File: src/rtl/eth_upload_ram_wr.sv
// Application-side writer for the Ethernet upload RAM: packs a word stream into RAM from address 0,
// kicks the transmitter, then holds off input until it is done. Optional zero padding: ETH_UPLOAD_PAD_EN.
module eth_upload_ram_wr #(
    parameter int MAX_WORDS   = 360,
    parameter int ACK_TIMEOUT = 255,
    parameter int MIN_WORDS   = 16
) (
    input  logic        clk,
    input  logic        rst,
    input  logic [31:0] app_data,
    input  logic        app_valid,
    input  logic        app_last,
    output logic        app_ready,
    output logic [8:0]  upload_ram_waddr,
    output logic [31:0] upload_ram_wdata,
    output logic        upload_ram_wren,
    output logic [8:0]  tx_data_len,
    output logic        tx_data_en,
    input  logic        tx_busy,
    output logic [15:0] trunc_cnt,
    output logic [15:0] timeout_cnt
);

    if (MAX_WORDS < 1 || MAX_WORDS > 511) begin : g_bad_max_words
        $error("MAX_WORDS must lie in 1..511");
    end
    if (ACK_TIMEOUT < 1) begin : g_bad_ack_timeout
        $error("ACK_TIMEOUT must be at least 1");
    end
    if (MIN_WORDS < 1 || MIN_WORDS > MAX_WORDS) begin : g_bad_min_words
        $error("MIN_WORDS must lie in 1..MAX_WORDS");
    end

    localparam int TW = (ACK_TIMEOUT > 1) ? $clog2(ACK_TIMEOUT) : 1;
    localparam logic [8:0]    LAST_IDX  = 9'(MAX_WORDS - 1);
    localparam logic [TW-1:0] TIMER_END = TW'(ACK_TIMEOUT - 1);

    typedef enum logic [2:0] {
        S_FILL,
        S_DROP,
        S_PAD,
        S_ISSUE,
        S_WAIT_ACK,
        S_WAIT_DONE
    } state_t;

`ifdef ETH_UPLOAD_PAD_EN
    localparam logic [8:0] PAD_TARGET = 9'(MIN_WORDS);
    localparam state_t     END_STATE  = S_PAD;
`else
    localparam state_t     END_STATE  = S_ISSUE;
`endif

    state_t        state_q, state_d;
    logic [8:0]    count_q, count_d;
    logic [TW-1:0] timer_q, timer_d;
    logic          ready_q;
    logic          xfer;
    logic          wr_d;
    logic [8:0]    waddr_d;
    logic [31:0]   wdata_d;
    logic          trunc_inc;
    logic          timeout_inc;

    // Input is only taken while filling or draining a truncated packet, and never in the cycle after reset.
    assign app_ready   = ready_q && (state_q == S_FILL || state_q == S_DROP);
    assign xfer        = app_valid && app_ready;
    assign tx_data_en  = (state_q == S_ISSUE);
    assign tx_data_len = (state_q == S_ISSUE || state_q == S_WAIT_ACK || state_q == S_WAIT_DONE)
                         ? count_q : 9'd0;

    // NOTE: every signal driven here gets a default before the case; a path that skips one infers a latch.
    always_comb begin
        state_d     = state_q;
        count_d     = count_q;
        timer_d     = timer_q;
        wr_d        = 1'b0;
        waddr_d     = count_q;
        wdata_d     = app_data;
        trunc_inc   = 1'b0;
        timeout_inc = 1'b0;
        case (state_q)
            S_FILL: begin
                if (xfer) begin
                    wr_d    = 1'b1;
                    count_d = count_q + 9'd1;
                    if (app_last) begin
                        state_d = END_STATE;
                    end else if (count_q == LAST_IDX) begin
                        state_d   = S_DROP;
                        trunc_inc = 1'b1;
                    end
                end
            end
            S_DROP: begin
                if (xfer && app_last) begin
                    state_d = END_STATE;
                end
            end
`ifdef ETH_UPLOAD_PAD_EN
            S_PAD: begin
                if (count_q < PAD_TARGET) begin
                    wr_d    = 1'b1;
                    wdata_d = 32'd0;
                    count_d = count_q + 9'd1;
                    if (count_q == PAD_TARGET - 9'd1) begin
                        state_d = S_ISSUE;
                    end
                end else begin
                    state_d = S_ISSUE;
                end
            end
`endif
            S_ISSUE: begin
                state_d = S_WAIT_ACK;
                timer_d = '0;
            end
            S_WAIT_ACK: begin
                if (tx_busy) begin
                    state_d = S_WAIT_DONE;
                end else if (timer_q == TIMER_END) begin
                    state_d     = S_FILL;
                    count_d     = 9'd0;
                    timeout_inc = 1'b1;
                end else begin
                    timer_d = timer_q + TW'(1);
                end
            end
            S_WAIT_DONE: begin
                if (!tx_busy) begin
                    state_d = S_FILL;
                    count_d = 9'd0;
                end
            end
            default: begin
                state_d = S_FILL;
                count_d = 9'd0;
            end
        endcase
    end

    // NOTE: state is updated with non-blocking assignments so every register samples pre-edge values.
    always_ff @(posedge clk or posedge rst) begin
        if (rst) begin
            state_q <= S_FILL;
            count_q <= 9'd0;
            timer_q <= '0;
            ready_q <= 1'b0;
        end else begin
            state_q <= state_d;
            count_q <= count_d;
            timer_q <= timer_d;
            ready_q <= 1'b1;
        end
    end

    always_ff @(posedge clk or posedge rst) begin
        if (rst) begin
            upload_ram_wren  <= 1'b0;
            upload_ram_waddr <= 9'd0;
            upload_ram_wdata <= 32'd0;
        end else begin
            upload_ram_wren <= wr_d;
            if (wr_d) begin
                upload_ram_waddr <= waddr_d;
                upload_ram_wdata <= wdata_d;
            end
        end
    end

    always_ff @(posedge clk or posedge rst) begin
        if (rst) begin
            trunc_cnt   <= 16'd0;
            timeout_cnt <= 16'd0;
        end else begin
            if (trunc_inc && trunc_cnt != 16'hFFFF) begin
                trunc_cnt <= trunc_cnt + 16'd1;
            end
            if (timeout_inc && timeout_cnt != 16'hFFFF) begin
                timeout_cnt <= timeout_cnt + 16'd1;
            end
        end
    end

endmodule

File: config.mk
export PLATFORM = sky130hd
export DESIGN_NAME = eth_upload_ram_wr
export DESIGN_NICKNAME = d
export VERILOG_FILES = /design/src/rtl/eth_upload_ram_wr.sv
export SDC_FILE = /design/constraint.sdc
export NUM_CORES = 1
export LEC_CHECK = 0
export ABC_AREA = 1
export CAP_MARGIN = 20
export CORE_ASPECT_RATIO = 2
export CORE_MARGIN = 2
export CORE_UTILIZATION = 54
export CTS_BUF_LIST = sky130_fd_sc_hd__clkbuf_16
export CTS_CLUSTER_SIZE = 30
export DETAILED_ROUTE_END_ITERATION = 16
export HOLD_SLACK_MARGIN = 0.06
export PLACE_DENSITY_LB_ADDON = 0.15
export SLEW_MARGIN = 20
export SYNTH_ARGS = -nofsm -noshare
export SYNTH_HDL_FRONTEND = slang
export SYNTH_SLANG_ARGS = --single-unit
File: constraint.sdc
create_clock -name clk -period 7.34 [get_ports clk]
set_clock_uncertainty 0.1 [all_clocks]
set_input_delay 1.101 -clock clk [delete_from_list [all_inputs] [get_ports clk]]
set_output_delay 1.101 -clock clk [all_outputs]
set_load 0.03 [all_outputs]
======== After elaboration in Yosys (flattened, before gate mapping) ========
Cells that the tools add are included.
storage, ports and cells
  output and inout bits ................... 85
  input port bits ......................... 37
  register bits after elaboration ......... 95
  logic and storage cells ................. 70
operators by class
  mux-type cells .......................... 26
  add/sub/neg operators ................... 4
  bitwise operators ....................... 1
  reductions and logical operators ........ 14
  equality and inequality tests ........... 16
operators with widths
  cell                     count
  $mux W9                  5
  $pmux W9 S4              1
  $add A16 B1 Y16 const B  2
  $ne A16 B16 Y1 const B   2
  $mux W3                  7
  $mux W8                  2
  $pmux W8 S2              1
  $pmux W3 S5              1
  $reduce_and A5 Y1        2
  $add A9 B1 Y9 const B    1
  $eq A9 B9 Y1 const B     1
  $mux W1                  9
  $add A8 B1 Y8 const B    1
  $eq A8 B8 Y1 const B     1
  $ne A2 B2 Y1 const B     4
  $eq A3 B3 Y1 const B     2
  $ne A3 B2 Y1 const B     2
  $logic_and A1 B1 Y1      5
  $ne A2 B1 Y1 const B     2
  $eq A3 B1 Y1 const B     1
  $eq A3 B2 Y1 const B     1
  $logic_not A3 Y1         1
  $logic_or A1 B1 Y1       3
  $reduce_and A3 Y1        1
  3 further kinds          3

======== Logic depth before layout (Yosys ltp) ========
Gate-level depths: netlist of run 1.
  depth after elaboration ................. 7
  mapped depth ............................ 11
  gate-level depth less buffers ........... 11

======== Worst setup path before layout of run 1 ========
Ideal clock, no wire load.
  kind .................................... register to output
  from .................................... register state_q[1]
  to ...................................... output port tx_data_len[0]
  buffers on the path ..................... 0
  arrival time ............................ 1.209 ns
  stages on the path, launching flop included .. 6
  data required time ...................... 6.139 ns
  setup slack ............................. 4.930 ns
  path through ............................ dfrtp_1 -> nor2_4 -> nand2_2 -> nand3_1 -> nand2_1 -> inv_1
on the way
  cells in the longest elaborated chain, start to end .. 4
  elaborated cells between the ends (all ways) .. 6
  classes of those cells .................. eq/ne: 3; mux: 1; reduce/logical: 2
ends and longest elaborated chain
  item                                                 line  RTL
  start, declared                                      54    state_t state_q, state_d;
  start signal, assigned                               150   state_q <= state_d;
  $eq A3 B2 Y1 / $eq A3 B3 Y1 (equally long branches)  69    assign tx_data_len = (state_q == S_ISSUE || state_q == S_WAIT_ACK || state_q == S_WAIT_DONE)
  $logic_or A1 B1 Y1                                   69
  $logic_or A1 B1 Y1 (*)                               69
  $mux W9 (*)                                          70    ? count_q : 9'd0;
  end, declared                                        17    output logic [8:0] tx_data_len,
Every way passes the cells marked *; elsewhere a longest branch is shown, timed or not.

======== Worst setup path after layout of run 1 ========
  from .................................... register state_q[2]
  to ...................................... output port tx_data_len[7]
Same word-level chain as after synthesis.

==> results of run 1 <==
critical path, delay by kind of cell, from the launching register on:
kind	cells	cell delay (ps)
buf+inv	3	910
flops	1	500
simple gates	3	650
power by group:
part / internal (µW) / switching, µW
logic: 258 / 448
registers: 626 / 78.9
clock network: 299 / 207
metal layers:
metal | up-vias | GRT usage, % | routed length, µm
li1 | 2271 | - | -
met1 | 2182 | 30.9 | 4880
met2 | 159 | 47.0 | 7000
met3 | 40 | 6.04 | 658
met4 | 0 | 12.7 | 505
met5 | - | 0 | 0
stage by stage:
step	hold slack [ps]	total power [µW]
finish	373	1920
global route	395	2010
CTS	378	1930
detailed placement	362	1410
global placement	355	1390
floorplan	370	1140
synthesized netlist by cell type (all sizes together):
cell / number
nand3: 32
o21a: 1
nor3b: 3
ha: 5
inv: 65
clkbuf: 4
nand3b: 1
nor3: 6
nand2: 311
xnor2: 12
dfrtp: 95
a21oi: 2
xor2: 17
buf: 12
conb: 1
nand4: 13
o21ai: 29
nor2: 54
worst max path at each step:
| stage | slack, ps | endpoint |
|---|---|---|
| after CTS | 3750 | tx_data_len[7] |
| after global routing | 3640 | tx_data_len[7] |
| after global placement | 3740 | upload_ram_waddr[0] |
| after detailed placement | 3710 | upload_ram_waddr[0] |
| after floorplan | 3660 | count_q[0] |
| final | 3740 | tx_data_len[7] |
registers in the layout, indices dropped and copies added (netlist names):
signal	flops
upload_ram_waddr	9
count_q	9
trunc_cnt	16
state_q	3
timer_q	8
upload_ram_wren	1
upload_ram_wdata	32
timeout_cnt	16
ready_q	1
placed cells by master (no fill, tap or decap), types with 2 or more instances in the layout:
cell / n
sky130_fd_sc_hd__nand2_1: 304
sky130_fd_sc_hd__nand2_4: 2
sky130_fd_sc_hd__o21ai_1: 15
sky130_fd_sc_hd__clkdlybuf4s50_1: 121
sky130_fd_sc_hd__nand3_1: 30
sky130_fd_sc_hd__nand4_1: 12
sky130_fd_sc_hd__nor3b_1: 3
sky130_fd_sc_hd__clkinvlp_4: 2
sky130_fd_sc_hd__ha_1: 5
sky130_fd_sc_hd__xnor2_1: 12
sky130_fd_sc_hd__a21oi_1: 2
sky130_fd_sc_hd__o21ai_2: 5
sky130_fd_sc_hd__nor2_4: 6
sky130_fd_sc_hd__dfrtp_1: 95
sky130_fd_sc_hd__inv_2: 8
sky130_fd_sc_hd__inv_1: 56
sky130_fd_sc_hd__o21ai_0: 9
sky130_fd_sc_hd__nor3_1: 6
sky130_fd_sc_hd__clkbuf_16: 9
sky130_fd_sc_hd__bufinv_16: 2
sky130_fd_sc_hd__nor2_1: 46
sky130_fd_sc_hd__xor2_1: 17
sky130_fd_sc_hd__nor2_2: 2
sky130_fd_sc_hd__nand2_2: 5
cells by family (layout without fill, tap and decap cells):
| logic type | Yosys count | count (layout) |
|---|---|---|
| XOR/XNOR | 29 | 29 |
| flip-flops | 95 | 95 |
| buffers and inverters | 81 | 203 |
| AND/OR/NAND/NOR | 420 | 420 |
| AO/OA/AOI/OAI | 32 | 32 |
| other | 1 | 1 |
| adder cells (fa/ha/maj) | 5 | 5 |
final cells by class:
cell class | instances | area (µm²) | share of cell area, %
tap | 102 | 128 | 1.94
multi-input combinational | 487 | 2290 | 34.8
sequential | 95 | 2380 | 36.1
timing repair buffer | 122 | 1220 | 18.5
inverter | 65 | 245 | 3.73
clock inverter | 7 | 96.3 | 1.46
clock buffer | 9 | 225 | 3.42
==> flow_results.org, run 1 <==
** Floorplanning
- Die Footprint :: 10200 µm²
- The floorplan has 49 rows.
- In this run the standard cell core region covers 9010 µm².
- The floorplan step set the die height to 141 µm.
- Die outline width :: 72.3 µm
- The initial utilization of the core area, before any placement, comes to 55.8%.
- Number of top-level pins :: 122

** Final layout
- Fin area :: 6580 µm²
- The repair_antennas step left the layout with diodes totalling 0.
- Final standard cell count with taps included and fillers excluded :: 887
- For this run, the post-layout net count is 822.
- In the final layout, the share of cells above drive strength 1 is 6.24%.
- Final Core Density :: 73.0%
- The layout has 706 filler cells.
- Compared with the post-synthesis result, the final layout area differs by 30.7%.

** Placement
- Detailed Place HPWL :: 9.21 mm
- Cell count after placement :: 871
- Routability-driven placement finished with a final weighted congestion of 1.01.
- Number of buffers inserted by port buffering :: 121
- Timing analysis after detailed placement gives a worst setup slack of 3710 ps.
- Instance area at placement :: 6260 µm²

** Synth
- Of the post-synthesis cell area, the dominant cell type holds 47.2%.
- The cell count after synthesis came out at 663.
- By area, the combinational part of the netlist is dominated by simple AND/OR/NAND/NOR gates.
- Yosys printed 0 warnings.
- Post-Syn Area :: 5030 µm²
- Synthesis inferred 95 register bits.
- In the synthesized netlist, mux cells make up 0% of the area.
- Seq/Total Area, Yosys :: 47.2%
- Nets in the synthesized netlist :: 705
- The synthesized netlist contains 30 unique library cells.
- Complex-gate fraction of the synthesized area :: 3.61%
- The average instance in the mapped netlist occupies 7.59 µm².
- Main area contributors after synthesis :: sky130_fd_sc_hd__dfrtp_1 47%, sky130_fd_sc_hd__nand2_1 23%, sky130_fd_sc_hd__inv_1 4.3%
- The synthesized netlist devotes 1.24% of its cell area to adder and majority cells.
- Summing the areas of all xor and xnor instances in the mapped netlist gives 5.05% of the synthesized area.
- Summed over all instances, the cell type with the most area after synthesis is sky130_fd_sc_hd__dfrtp_1.
- Summing the areas of all and, or, nand and nor instances in the mapped netlist gives 35.5% of the synthesized area.

** STA
- # setup viols final :: 0
- Final period util :: 49.1%
- Setup slack closes at 3740 ps.
- Setup total negative slack on the finished layout was measured at 0 ps.
- Max transition margin :: 37.1%
- Number of pins exceeding their max-slew limit in the final report :: 0
- Timing-limited maximum frequency :: 0.278 GHz
- Setup repair after global routing missed its margin :: false
- At the pin with the least slew margin, the transition time is 943 ps.
- The count of final hold-check violations came to 0.
- Time the worst path needs with I/O delays and setup :: 3600 ps

** Clocking
- CTS placed an instance of sky130_fd_sc_hd__clkbuf_16 at the clock tree root.
- The number of clock buffers added by TritonCTS is 9.
- The number of gates resized after CTS was 0.
- H-tree depth reported by CTS :: 3
- The number of setup buffers added after CTS is 0.
- Total number of clock tree sinks :: 95
- Worst-case clock buffer depth :: 2
- After clock tree synthesis, the clock-pin slew on the worst setup and hold paths is 60 ps.
- The clock reaches the later pin of the worst-skew pair after 350 ps.
- Hold buffers post-CTS :: 0
- Clock tree from TritonCTS :: done

** Global route
- Entering global routing, the biggest net connects 75 pins.
- Global routing finished with a remaining overflow of 0.
- Via count of the first global-routing pass :: 4727
- All-layer global routing usage :: 27.2%
- The number of antenna violations at the first check in global routing is 0.
- Wire length of the first global-routing pass :: 21.8 mm

** Worst hold path
- The path with the worst hold slack has its endpoint at upload_ram_wdata[5].
- Type of the worst min-delay path :: flip-flop to flip-flop
- The worst hold path begins at upload_ram_wdata[5].
- Along the worst hold path, the cell count comes to 2.

** Worst setup path
- Reg2reg setup slack :: 4660 ps
- Critical Path Sink Type :: output port
- Cell with the biggest individual delay on the critical path :: sky130_fd_sc_hd__clkdlybuf4s50_1
- Crit path max fanout :: 9
- Data on the critical path is required at its endpoint by 6140 ps.
- The cell that appears most often on the critical path is sky130_fd_sc_hd__nand3_1.
- Traced cell by cell, the critical path runs through inv_2 -> nand3_1 -> nand3_1 -> nand2_1 -> inv_1 -> clkdlybuf4s50_1.
- CP Class :: flip-flop to output port
- For this run, the slowest stage of the critical path takes 660 ps.
- Measured in cells, the most critical reg-to-reg path has a length of 7.
- Worst r2r src :: state_q[2]
- The worst setup path is launched from a flip-flop.
- Tracing the worst setup path back leads to its startpoint at state_q[2].
- Worst reg2reg path endpoint :: upload_ram_waddr[0]
- Crit path arrival time :: 2400 ps

** Route
- Routed vias :: 4652
- For this block, the initial DRC count from the detailed router was 221.
- In the final routed layout, each cell accounts on average for 14.7 µm.
- Summed over all layers, the routed wires come to 13.0 mm.
- Before antenna repair, the detailed router went through 5 iterations.
- Number of antenna-violating nets in the routed design :: 0
- After detailed routing, the number of remaining DRC violations is 0.
- Dividing the detail-routed via count by the number of cells gives 5.24.

** Outcome
- Status :: completed

** Power and ir drop
- Peak supply drop :: 267 µV
- In this run the static leakage power is 0.00332 µW.
- Power density normalized to cell area :: 291 nW/µm²

** Job
- The tool flagged a number of max-cap violations equal to 0.
No activity file was read; power rests on OpenSTA's default activity.
==> run 2: changes to the inputs <==
--- a/config.mk
+++ b/config.mk
@@ -9,7 +9,7 @@
 export CAP_MARGIN = 20
 export CORE_ASPECT_RATIO = 2
 export CORE_MARGIN = 2
-export CORE_UTILIZATION = 54
+export CORE_UTILIZATION = 45
 export CTS_BUF_LIST = sky130_fd_sc_hd__clkbuf_16
 export CTS_CLUSTER_SIZE = 30
 export DETAILED_ROUTE_END_ITERATION = 16
==> constraint.sdc (replaced) <==
create_clock -name clk -period 3.2 [get_ports clk]
set_clock_uncertainty 0.1 [all_clocks]
set_input_delay 0.48 -clock clk [delete_from_list [all_inputs] [get_ports clk]]
set_output_delay 0.48 -clock clk [all_outputs]
set_load 0.03 [all_outputs]
==> flow_results.org, run 2 (same netlist as run 1, synthesis figures left out) <==
** Outcome
- The flow ran to the end, and the final reports show no timing, DRC or antenna violations.

** Clocking
- Total number of clock tree sinks :: 95
- TritonCTS built the clock tree.
- Post-CTS resize count :: 0
- The later pin in the worst-skew pair is clocked with a latency of 340 ps.
- Buffers inserted to repair hold after CTS numbered 0.
- The tree is rooted in a sky130_fd_sc_hd__clkbuf_16.
- The longest clock path from root to sink contains 2 buffers.
- Number of buffers added by the clock tree synthesis step :: 9
- Clock-pin slew on the worst setup and hold paths :: 70 ps
- The clock tree synthesis step divided the H-tree into 3 levels.
- Number of setup buffers added after CTS :: 0

** STA
- Transition time at the pin with the least slew margin :: 728 ps
- After routing, the total negative slack on setup checks comes to 0 ps.
- Measured against its own limit, the worst slew margin works out to 51.4%.
- The clock period could shrink to 2970 ps.
- Final hold violation count :: 0
- Timing-limited maximum frequency :: 0.336 GHz
- Setup violations remaining at the end of the flow were counted as 0.
- Setup repair after global routing missed its margin :: false
- Final period util :: 92.9%
- The max-slew violation count was 0.

** Worst hold path
- Number of stages on the worst hold path :: 2
- In this run the worst hold path is classified as flip-flop to flip-flop.
- For hold timing, the worst endpoint is upload_ram_wdata[11].
- The startpoint identified for the worst hold timing path is upload_ram_wdata[11].

** Placement
- Number of buffers inserted by port buffering :: 121
- Final weighted congestion in routability-driven placement :: 0.939
- The HPWL after detailed placement is 8.93 mm.

** Final layout
- The repair_antennas step left the layout with diodes totalling 0.
- At the end of the flow the core is filled with cells to 60.9%.
- Fillers :: 979
- Registers with the most flip-flops :: upload_ram_wdata x32, timeout_cnt x16, trunc_cnt x16
- Count of nets after finishing :: 823
- The library cell used most frequently in the layout, excluding fill and tap cells, is sky130_fd_sc_hd__nand2_1.
- The top cell types in the final layout, fill and taps aside, are 304 x sky130_fd_sc_hd__nand2_1, 121 x sky130_fd_sc_hd__clkdlybuf4s50_1, 95 x sky130_fd_sc_hd__dfrtp_1.
- Register bank with the most flops :: upload_ram_wdata
- Signed area change from the synthesized netlist to the final layout :: 31.7%
- Number of flip-flops in the largest register :: 32
- Fraction of layout instances using a drive strength above 1 :: 6.36%

** Worst setup path
- CP startpoint kind :: flip-flop
- CP Class :: flip-flop to output port
- Tracing the worst setup path back leads to its startpoint at state_q[2].
- The endpoint identified for the worst register-to-register timing path is timeout_cnt[12].
- Counting cells, the worst reg-to-reg path comes to 8.
- Crit path max fanout :: 9
- The setup check on the worst reg-to-reg path leaves a slack of 1010 ps.
- STA classifies the critical path endpoint as an output port.
- Required time reported for the critical path endpoint :: 2620 ps
- Worst r2r src :: timeout_cnt[0]
- Crit path arrival time :: 2390 ps

** Route
- Initial drt markers :: 258
- The count of nets left with antenna violations once routing finished came out at 0.
- Vias per std cell :: 4.89
- DRC Markers :: 0
- After detailed routing, the average wire length per cell comes to 13.2 µm.
- The final route contains 4525 vias.
- For this block, the routed nets add up to 12.2 mm of wire.
- The first detailed-routing pass took 5 iterations.

** Global route
- The number of antenna violations at the first check in global routing is 0.
- Via count of the first global-routing pass :: 4502
- Entering global routing, the biggest net connects 96 pins.
- Wire length of the first global-routing pass :: 21.1 mm
- Global routing consumed, over all layers together, 21.7% of the routing resources.
- GR Overflow Total :: 0

** Job
- The tool flagged a number of max-cap violations equal to 0.

** Power and ir drop
- Leak Pwr :: 0.00332 µW
- In this run the power density over the cells is 649 nW/µm².
- IR analysis of the VDD net gives a maximum drop of 417 µV.

** Floorplanning
- Die Footprint :: 12100 µm²
- Starting density of the core :: 46.3%
- Standard-cell rows :: 54
- The die is 154 µm tall.
- Core area :: 10900 µm²
- The die is 78.8 µm wide.
- Number of top-level pins :: 122
run 2: cell count changes in the layout (fill, tap and decap cells not counted):
| cell | delta |
|---|---|
| sky130_fd_sc_hd__clkinvlp_4 | -1 |
| sky130_fd_sc_hd__inv_6 | +2 |
| sky130_fd_sc_hd__buf_12 | +1 |
| sky130_fd_sc_hd__bufinv_16 | -1 |
run 2: cell type report:
type | instances | area (µm²) | share of cell area, %
sequential | 95 | 2380 | 35.9
clock inverter | 7 | 76.3 | 1.15
clock buffer | 9 | 225 | 3.40
multi-input combinational | 487 | 2290 | 34.5
tap | 140 | 175 | 2.64
inverter | 65 | 245 | 3.70
timing repair buffer | 123 | 1240 | 18.7
run 2: worst max-delay path by stage:
stage	to	slack, ps	cells after the start
after floorplan	count_q[0]	140	1
after global routing	tx_data_len[3]	40	6
final	tx_data_len[1]	230	6
after CTS	tx_data_len[1]	210	6
after global placement	tx_data_len[0]	670	6
after detailed placement	tx_data_len[1]	600	6
run 2: worst max-delay path: stages (launching register included):
cell and delay, ps:
sky130_fd_sc_hd__dfrtp_1 480, sky130_fd_sc_hd__inv_2 160, sky130_fd_sc_hd__nand3_1 160, sky130_fd_sc_hd__nand3_1 400, sky130_fd_sc_hd__nand2_1 100, sky130_fd_sc_hd__inv_1 70, sky130_fd_sc_hd__clkdlybuf4s50_1 670
run 2: power breakdown:
group	switching, µW	leakage (µW)	internal (µW)
combinational	1020	0.00194	595
sequential	164	0.00123	1440
clock	476	0.000144	613
total	1660	0.00332	2640
run 2: through the flow:
step / power, µW / std cells / cell area, µm² / hold slack (ps) / setup slack, ps
after floorplan: 2620 / 663 / 5030 / 370 / 143
after global placement: 3200 / 910 / 6320 / 353 / 671
after detailed placement: 3240 / 910 / 6320 / 359 / 598
after CTS: 4350 / 926 / 6630 / 375 / 215
after global routing: 4560 / 926 / 6630 / 392 / 37.6
final: 4300 / 926 / 6630 / 369 / 226
run 2: metal layers:
metal | global-route usage [%] | vias up | part of all wire, %
met2 | 38.1 | 130 | 53
met4 | 9.52 | 0 | 3.2
li1 | - | 2277 | -
met5 | 0 | - | 0
met3 | 4.87 | 27 | 5.4
met1 | 24.8 | 2091 | 38
==> run 3: changes to the inputs <==
--- a/config.mk
+++ b/config.mk
@@ -8,9 +8,8 @@
 export ABC_AREA = 1
 export CAP_MARGIN = 20
 export CORE_ASPECT_RATIO = 2
-export CORE_MARGIN = 2
-export CORE_UTILIZATION = 45
-export CTS_BUF_LIST = sky130_fd_sc_hd__clkbuf_16
+export CORE_UTILIZATION = 47
+export CTS_BUF_LIST = sky130_fd_sc_hd__clkbuf_4 sky130_fd_sc_hd__clkbuf_8
 export CTS_CLUSTER_SIZE = 30
 export DETAILED_ROUTE_END_ITERATION = 16
 export HOLD_SLACK_MARGIN = 0.06
==> flow_results.org, run 3 (same netlist as run 1, synthesis figures left out) <==
** Outcome
- Status :: completed

** Power and ir drop
- Design internal power :: 2500 µW
- In this run the power density over the cells is 627 nW/µm².
- Switching share of power :: 39.3%
- Combinational cell fraction of total power :: 38.9%
- Across the VDD grid, the largest voltage drop is 489 µV.
- In this run the power spent charging and discharging nets is 1610 µW.
- After layout, the design draws a total of 4110 µW.
- Sequential cell fraction of total power :: 38.9%
- Clock network fraction of design power :: 22.2%
- For this design the static power due to leakage is 0.00330 µW.

** Floorplanning
- Number of top-level pins :: 122
- From left edge to right edge, the die measures 75.2 µm.
- Measured along the y axis, the die boundary spans 148 µm.
- Standard-cell rows :: 53
- The floorplan step defined a core boundary enclosing 10500 µm².
- Starting density of the core :: 48.0%
- Die Footprint :: 11100 µm²

** Global route
- The number of global-route vias before repair is 4472.
- Global routing used 23.8% of the available tracks.
- Initial antenna violation count :: 0
- Entering global routing, the biggest net connects 49 pins.
- GR Overflow Total :: 0
- Wire length of the first global-routing pass :: 20.2 mm

** Clocking
- Total number of clock tree sinks :: 95
- In this run the number of H-tree levels came out at 3.
- Gates resized during post-CTS repair numbered 0.
- Library cell used as clock root buffer :: sky130_fd_sc_hd__clkbuf_8
- Post-CTS timing repair inserted 0 buffers for setup.
- Clock-pin slew on the worst setup and hold paths :: 100 ps
- In this run, CTS created clock tree buffers numbering 9.
- The clock passes through at most 2 buffers.
- Clock tree from TritonCTS :: done
- Clk_lat worst skew :: 380 ps
- Hold repair after CTS inserted 0 buffers.

** Route
- After detailed routing, the number of vias per cell comes to 4.88.
- Routed length per instance :: 13.2 µm
- Routed vias :: 4508
- For this run, design rule violations remaining after detail routing come to 0.
- Number of detailed-routing iterations run before antenna repair :: 4
- Summed over all layers, the routed wires come to 12.2 mm.
- In this run the remaining antenna-violating nets after routing total 0.
- The detailed router finished its first iteration with 241 violations.

** Worst hold path
- The min-delay analysis places its worst path in the category primary input to async pin.

** STA
- Time the worst path needs with I/O delays and setup :: 2940 ps
- Setup slack after layout :: 260 ps
- Setup repair after global routing left no endpoint under its margin.
- Final period util :: 91.9%
- At the pin with the least slew margin, the transition time is 721 ps.
- Timing-limited maximum frequency :: 0.340 GHz
- Setup violations remaining at the end of the flow were counted as 0.
- The count of final hold-check violations came to 0.
- Number of pins exceeding their max-slew limit in the final report :: 0
- Setup total negative slack on the finished layout was measured at 0 ps.
- Max transition margin :: 51.9%

** Final layout
- From synthesis to final layout, the design area changed by 30.3%.
- Counting flops per register, the top entry is upload_ram_wdata.
- Fillers :: 975
- The number of antenna diodes in the final layout is 0.
- The post-route netlist has 6.61% of its cells at a drive strength greater than 1.
- Leading cell types in the layout, fill and taps excluded :: 304 x sky130_fd_sc_hd__nand2_1, 121 x sky130_fd_sc_hd__clkdlybuf4s50_1, 95 x sky130_fd_sc_hd__dfrtp_1
- The largest registers in the layout are upload_ram_wdata x32, timeout_cnt x16, trunc_cnt x16.
- Number of flip-flops in the largest register :: 32
- Count of nets after finishing :: 824
- Cells fill 62.6% of the core in the end.
- Most common cell after layout, fill and taps aside :: sky130_fd_sc_hd__nand2_1

** Worst setup path
- Buffer and inverter count on the worst path :: 3
- Most repeated library cell on the critical path :: sky130_fd_sc_hd__nand3_1
- Across all register-to-register paths, the minimum setup slack is 1010 ps.
- Critical Path Max Stage Delay :: 660 ps
- Crit path max fanout :: 9
- STA classifies the critical path startpoint as a flip-flop.
- CP Class :: flip-flop to output port
- Data on the critical path arrives at its endpoint at 2360 ps.
- Cells traversed along the worst timing path :: inv_2 -> nand3_1 -> nand3_1 -> nand2_1 -> inv_1 -> clkdlybuf4s50_1
- Required time reported for the critical path endpoint :: 2620 ps
- Broken down by cell family, the worst path's largest delay share belongs to buffers and inverters.
- Critical Path Sink Type :: output port
- The slowest stage of the critical path is the sky130_fd_sc_hd__clkdlybuf4s50_1 cell.

** Placement
- Pre-CTS setup slack :: 652 ps
- The HPWL after detailed placement is 9.04 mm.
- Final weighted congestion in routability-driven placement :: 0.929
- During placement, the flow inserted port buffers numbering 121.

** Job
- Max-Cap Viols :: 0
-- run 3: path summary, 6_finish.rpt --
path	startpoint	endpoint	cells past startpoint
setup / recovery	state_q[2]	tx_data_len[5]	6
hold / removal	rst	upload_ram_wdata[13]	2
setup reg to reg	timeout_cnt[0]	timeout_cnt[11]	8
hold reg to reg	upload_ram_wdata[29]	upload_ram_wdata[29]	2
max in group asynchronous	rst	upload_ram_wdata[24]	3
min in group clk	upload_ram_wdata[29]	upload_ram_wdata[29]	2
-- run 3: per-layer routing --
layer | share of wire [%] | vias up | global-route usage (%)
met3 | 4.6 | 39 | 5.01
met5 | 0 | - | 0
met4 | 4.1 | 0 | 13.6
met2 | 54 | 126 | 41.7
met1 | 38 | 2071 | 25.6
li1 | - | 2272 | -
-- run 3: metrics by stage --
| stage | hold WS (ps) | cells | area (µm²) |
|---|---|---|---|
| after floorplan | 370 | 663 | 5030 |
| after global placement | 354 | 908 | 6330 |
| after detailed placement | 358 | 908 | 6330 |
| after CTS | 328 | 924 | 6560 |
| after global routing | 361 | 924 | 6560 |
| final | 313 | 924 | 6560 |
-- run 3: area by class of cell --
cell class                      instances  area, µm²  area share (%)
Sequential cell                        95       2380            36.3
Tap cell                              137        171            2.61
Timing Repair Buffer                  124       1250            19.0
Multi-Input combinational cell        487       2290            34.9
Inverter                               65        245            3.74
Clock buffer                           10        138            2.10
Clock inverter                          6       91.3            1.39
-- run 3: worst register-to-register path: cells and delay by family (launching register included) --
family / cells / cell delay, ps
compound gates: 1 / 80
fa+ha+maj: 1 / 270
buf+inv: 1 / 220
flops: 1 / 500
simple gates: 5 / 890
-- run 3: power groups by stage --
stage                     combinational [µW]  clock [µW]  sequential, µW
after detailed placement                1620           0            1620
after global placement                  1590           0            1610
after CTS                               1620         933            1600
final                                   1600         911            1600
after floorplan                          625           0            1990
after global routing                    1740         966            1630
